**src/rtl/uart_rx.sv**
```systemverilog
`default_nettype none
// ---- uart_rx : mid-bit sampling serial receiver (start/data/stop, LSB first) ----
// ---- rev 1.0                                                                  ----
module uart_rx #(
   parameter int CLOCK_FREQ = 50_000_000,
   parameter int BAUD_RATE  = 115_200,
   parameter int DATA_BITS  = 8
) (
   input  logic                 clock,
   input  logic                 reset,
   input  logic                 rx,
   output logic [DATA_BITS-1:0] rx_data,
   output logic                 rx_valid,
   output logic                 rx_frame_err
);

   localparam int CLKS_PER_BIT = CLOCK_FREQ / BAUD_RATE;
   localparam int HALF_BIT     = CLKS_PER_BIT / 2;
   localparam int CNT_W        = $clog2(CLKS_PER_BIT);
   localparam int IDX_W        = $clog2(DATA_BITS + 1);

   localparam logic [CNT_W-1:0] HALF_LAST = CNT_W'(HALF_BIT - 1);
   localparam logic [CNT_W-1:0] BIT_LAST  = CNT_W'(CLKS_PER_BIT - 1);
   localparam logic [IDX_W-1:0] IDX_LAST  = IDX_W'(DATA_BITS - 1);

   if (CLKS_PER_BIT < 4) begin : g_bad_clks_per_bit
      $error("uart_rx: CLOCK_FREQ / BAUD_RATE must be at least 4");
   end
   if (DATA_BITS < 5 || DATA_BITS > 9) begin : g_bad_data_bits
      $error("uart_rx: DATA_BITS must be in 5..9");
   end

   typedef enum logic [1:0] {
      IDLE  = 2'd0,
      START = 2'd1,
      DATA  = 2'd2,
      STOP  = 2'd3
   } state_t;

   state_t               state, state_nxt;
   logic [CNT_W-1:0]     cnt, cnt_nxt;
   logic [IDX_W-1:0]     idx, idx_nxt;
   logic [DATA_BITS-1:0] shreg, shreg_nxt;
   logic [DATA_BITS-1:0] data_nxt;
   logic                 valid_nxt, err_nxt;
   logic                 rx_meta, rx_s, rx_prev;
   logic [2:0]           warm;

   // The sync/edge flops reset to 1, so their contents are only trusted once
   // real line samples have flushed through; this stops a line held low out
   // of reset from looking like a start edge.
   always_ff @(posedge clock) begin
      if (reset) begin
         rx_meta <= 1'b1;
         rx_s    <= 1'b1;
         rx_prev <= 1'b1;
         warm    <= 3'b000;
      end else begin
         rx_meta <= rx;
         rx_s    <= rx_meta;
         rx_prev <= rx_s;
         warm    <= {warm[1:0], 1'b1};
      end
   end

   always_ff @(posedge clock) begin
      if (reset) begin
         state        <= IDLE;
         cnt          <= '0;
         idx          <= '0;
         shreg        <= '0;
         rx_data      <= '0;
         rx_valid     <= 1'b0;
         rx_frame_err <= 1'b0;
      end else begin
         state        <= state_nxt;
         cnt          <= cnt_nxt;
         idx          <= idx_nxt;
         shreg        <= shreg_nxt;
         rx_data      <= data_nxt;
         rx_valid     <= valid_nxt;
         rx_frame_err <= err_nxt;
      end
   end

   always_comb begin
      state_nxt = state;
      cnt_nxt   = cnt;
      idx_nxt   = idx;
      shreg_nxt = shreg;
      data_nxt  = rx_data;
      valid_nxt = 1'b0;
      err_nxt   = 1'b0;
      case (state)
         IDLE: begin
            if (warm[2] && rx_prev && !rx_s) begin
               cnt_nxt   = '0;
               state_nxt = START;
            end
         end
         START: begin
            if (cnt == HALF_LAST) begin
               cnt_nxt = '0;
               if (!rx_s) begin
                  idx_nxt   = '0;
                  state_nxt = DATA;
               end else begin
                  state_nxt = IDLE;
               end
            end else begin
               cnt_nxt = cnt + CNT_W'(1);
            end
         end
         DATA: begin
            if (cnt == BIT_LAST) begin
               cnt_nxt   = '0;
               shreg_nxt = {rx_s, shreg[DATA_BITS-1:1]};
               idx_nxt   = idx + IDX_W'(1);
               if (idx == IDX_LAST) begin
                  state_nxt = STOP;
               end
            end else begin
               cnt_nxt = cnt + CNT_W'(1);
            end
         end
         STOP: begin
            // Leave at mid stop bit; the remaining half bit absorbs a
            // back-to-back start edge.
            if (cnt == BIT_LAST) begin
               cnt_nxt   = '0;
               state_nxt = IDLE;
               if (rx_s) begin
                  data_nxt  = shreg;
                  valid_nxt = 1'b1;
               end else begin
                  err_nxt = 1'b1;
               end
            end else begin
               cnt_nxt = cnt + CNT_W'(1);
            end
         end
         default: state_nxt = IDLE;
      endcase
   end

endmodule
`default_nettype wire

```
**config.mk**
```make
export PLATFORM = sky130hd
export DESIGN_NAME = uart_rx
export DESIGN_NICKNAME = d
export VERILOG_FILES = /design/src/rtl/uart_rx.sv
export SDC_FILE = /design/constraint.sdc
export NUM_CORES = 1
export LEC_CHECK = 0
export BUFFER_PORTS_ARGS = -buffer_cell sky130_fd_sc_hd__buf_2
export CAP_MARGIN = 30
export CORE_UTILIZATION = 55
export CTS_CLUSTER_SIZE = 8
export DETAILED_ROUTE_END_ITERATION = 6
export HOLD_SLACK_MARGIN = 0.05
export PLACE_DENSITY = 0.74
export SLEW_MARGIN = 10
export SYNTH_ARGS = -nofsm -noshare
export SYNTH_HDL_FRONTEND = slang
export SYNTH_SLANG_ARGS = --single-unit
```
**constraint.sdc**
```tcl
create_clock -name clock -period 2 [get_ports clock]
set_input_delay 0.2 -clock clock [delete_from_list [all_inputs] [get_ports clock]]
set_output_delay 0.2 -clock clock [all_outputs]
set_load 0.01 [all_outputs]
```
==> results.txt <==
* Status: finished clean
- The count of cells in the finished layout, fillers not included, comes to 245.
- Final critical delay including setup and external delays: 1.85 ns
* Setup repair after global routing missed its margin: false
- Crit path largest cell delay: 0.44 ns
- Max-cap viol count: 0
- Final number of max-transition violations: 0
* Leakage power total: slightly above 0.7 nW
- Routed len/inst: around 14 um
- Wires add up to approximately 3500 um.
- P_sw: 0.000347 W
- Headroom to the max-slew limit came out at between 50 and 60%.
- Initial cell density of the core: 60.4%
* CTS H-Tree Depth: 2
- Power per cell area: 711 nW/um^2
- In this run, placement finished with an instance count of 237.
- Number of synthesized flops with an enable pin: 0
- Entering global routing, the biggest net connects 37 pins.
* Top library cells by usage in the layout, fill and taps aside: 39 x dfxtp_1, 28 x nand2_1, 20 x a21oi_1
- Endpoint kind of the worst setup timing path: flip-flop
* First-pass GRT wire length: 6150 um
- The most used flip-flop cell after synthesis is dfxtp_1.
- Cell Rows: 19
- Once detailed placement completed, the half-perimeter wirelength came to between 2000 and 2500 um.
- Post-CTS repair changed the size of 0 cells.
- The critical path goes through ha_1, nand4b_2, o21a_1, nor4_2, mux2_1.
- The first TritonRoute pass finished after 4 iterations.
* Post-CTS setup-driven buffer insertion count: 0
- Die width: around 58 um
* Root Driver: clkbuf_4
- CTS max path bufs: 2
* Vias: 1431
- The later pin in the worst-skew pair is clocked with a latency of 0.35 ns.
- Measured on the finished design, the core utilization comes to 66.9%.
* CTS tree: built
- Setup CP Type: flip-flop to flip-flop
* Vertical die dimension: 58.0 um
* Initial antenna violation count: 0
- PortBufs: 12
* Via count normalized by instance count: 5.84
- Adding up every negative setup slack in the final design gives 0 ns.
- Internal power: 0.00101 W
* Slowest CP cell: dfxtp_1
* Cts-stage hold buffer count: 1
- Post-Syn Nets: 201
- Core ar.: roughly 2900 sq um
* Sw frac: 25.6%
- Final instance area: between 1500 and 2000 sq um
- In this run the cell area of the synthesized design comes to between 1500 and 2000 sq um.
- Total cell area at the placement stage: 1840 sq um
- STA classifies the critical path startpoint as a flip-flop.
- Yosys printed 0 warnings.
- Register bit total from synthesis: 39
- Commonest non-fill, non-tap cell in the layout: dfxtp_1
- The synthesized netlist contains 40 unique library cells.
- The number of global-route vias before repair came to roughly 1400.
* Highest clock frequency the design can meet: 541 MHz
- Residual DRC: 0
* Clock transition at the registers of the reported paths: 0.11 ns
* Clock power frac: 30.0%
- Cells with a size suffix above 1 make up between 10% and 20% of the layout.
- Number of violations reported at the end of detailed-routing iteration 0: 133
- Combinational group share of total power: 10.2%
- Synthesis handed over a netlist of between 150 and 200 instances.
* Maximum vdd drop: 0.442 mV
- On the final layout, the worst clock skew is 0.00619 ns.
- For the pin with the worst max-slew slack, the measured transition is 0.637 ns.
- Data arrival time of the critical path: 2.09 ns
* CTS Buf Count: 5
- The tightest min-delay check is of the input port to flip-flop type.
- The final layout contains ~220 nets.
- Across every metal layer, demand over resource in global routing totals 24.6%.
- Setup violations remaining at the end of the flow were counted as 0.
* Sequential share of the synthesized area: between 40 and 50%
- Synth-to-Final Area Change: 10.7%
- The number of antenna diodes in the final layout is 0.
- Hold Vio Cnt, Final: 0
- Peak fanout along the critical path: 7
- Routability-driven placement finished with a final weighted congestion of 0.813.
- Number of nets with antenna violations after routing: 0
- Data required time at the worst endpoint: 2.24 ns
- During I/O placement, the number of pins put on the boundary was 13.
- Clock sink total: 39
* Total congestion overflow: 0
* Post-synthesis async set-or-reset flop share: 0%
- The filler cells instantiated in the layout total 246.
- Die footprint: 3360 sq um
- Mean instance size in the synthesized netlist: 8.88 sq um
- Power share of the sequential group: about 60%
* Overall power consumption: ~0.0014 W
- In the finished design, the share of the clock period the worst path needs comes to between 90 and 100%.
## power by group through the flow
stage | Sequential (W) | Clock, W | Combinational, W
2_1_floorplan | 0.000826 | 0 | 0.0000926
3_3_place_gp | 0.000829 | 0 | 0.000134
3_5_place_dp | 0.000830 | 0 | 0.000136
4_1_cts | 0.000812 | 0.000423 | 0.000138
5_1_grt | 0.000817 | 0.000446 | 0.000152
6_report | 0.000812 | 0.000406 | 0.000138
## sequential cells by signal (all words and copies together), names as in the netlist, 3 cells and up, named ones only
register and cells:
cnt 9, rx_data 8, shreg 8, idx 4
warm 3
## cell type report
cell class	count	area (sq um)	share of cell area (%)
timing repair buffer	21	130	6.82
sequential	39	781	40.9
inverter	7	26.3	1.38
multi-input combinational	140	876	45.9
clock buffer	6	51.3	2.69
clock inverter	1	5.00	0.262
tap	31	38.8	2.03
## cell families (layout without fill, tap and decap cells)
group | after synthesis | in the layout | share of synthesized area (%)
simple gates | 84 | 84 | 26.4
compound gates | 42 | 42 | 15.7
flops | 39 | 39 | 45.3
buf+inv | 15 | 35 | 3.85
mux | 9 | 9 | 5.30
fa+ha+maj | 4 | 4 | 2.90
xor+xnor | 1 | 1 | 0.508
## metrics by stage
step / hold slack, ns / setup WS, ns
2_1_floorplan: 0.304 / 0.184
3_3_place_gp: 0.387 / 0.219
3_5_place_dp: 0.392 / 0.172
4_1_cts: 0.334 / 0.148
5_1_grt: 0.385 / 0.0117
6_report: 0.355 / 0.152
## worst paths after layout
| check | slack (ns) | depth (start not counted) | endpoint | from |
|---|---|---|---|---|
| worst max-delay path | 0.15 | 5 | state[0] | cnt[0] |
| worst max register to register | 0.15 | 5 | state[0] | cnt[0] |
| worst min register to register | 0.42 | 1 | rx_s | rx_meta |
| worst min-delay path | 0.35 | 2 | rx_data[7] | reset |
## layer usage
metal | GRT usage [%] | routed length (um) | vias up
met3 | 4.24 | 106 | 12
met5 | 0 | 0 | -
li1 | - | - | 724
met1 | 30.5 | 1600 | 667
met2 | 39.4 | 1630 | 28
met4 | 16.0 | 127 | 0
## worst max-delay path, delay by kind of cell, from the launching register on
kind            cells  cell delay [ns]
compound gates      1             0.26
fa+ha+maj           1             0.21
flops               1             0.44
mux                 1             0.34
simple gates        2             0.48
## cell usage after synthesis (all sizes together) (3+ instances only)
cell type   n  area, sq um
nand2      28          105
o21ai       4         20.0
inv         7         26.3
o21a        3         22.5
nor2       15         56.3
ha          4         50.1
o31ai       3         22.5
nor2b       4         25.0
dfxtp      39          781
a21oi      20          100
buf         3         21.3
o22ai       5         31.3
mux2i       8         80.1
clkbuf      5         18.8
nor4        4         31.3
nor3        7         51.3
nand3       9         45.0
a211oi      3         35.0
Note: power is estimated with default switching activity, not from simulation.
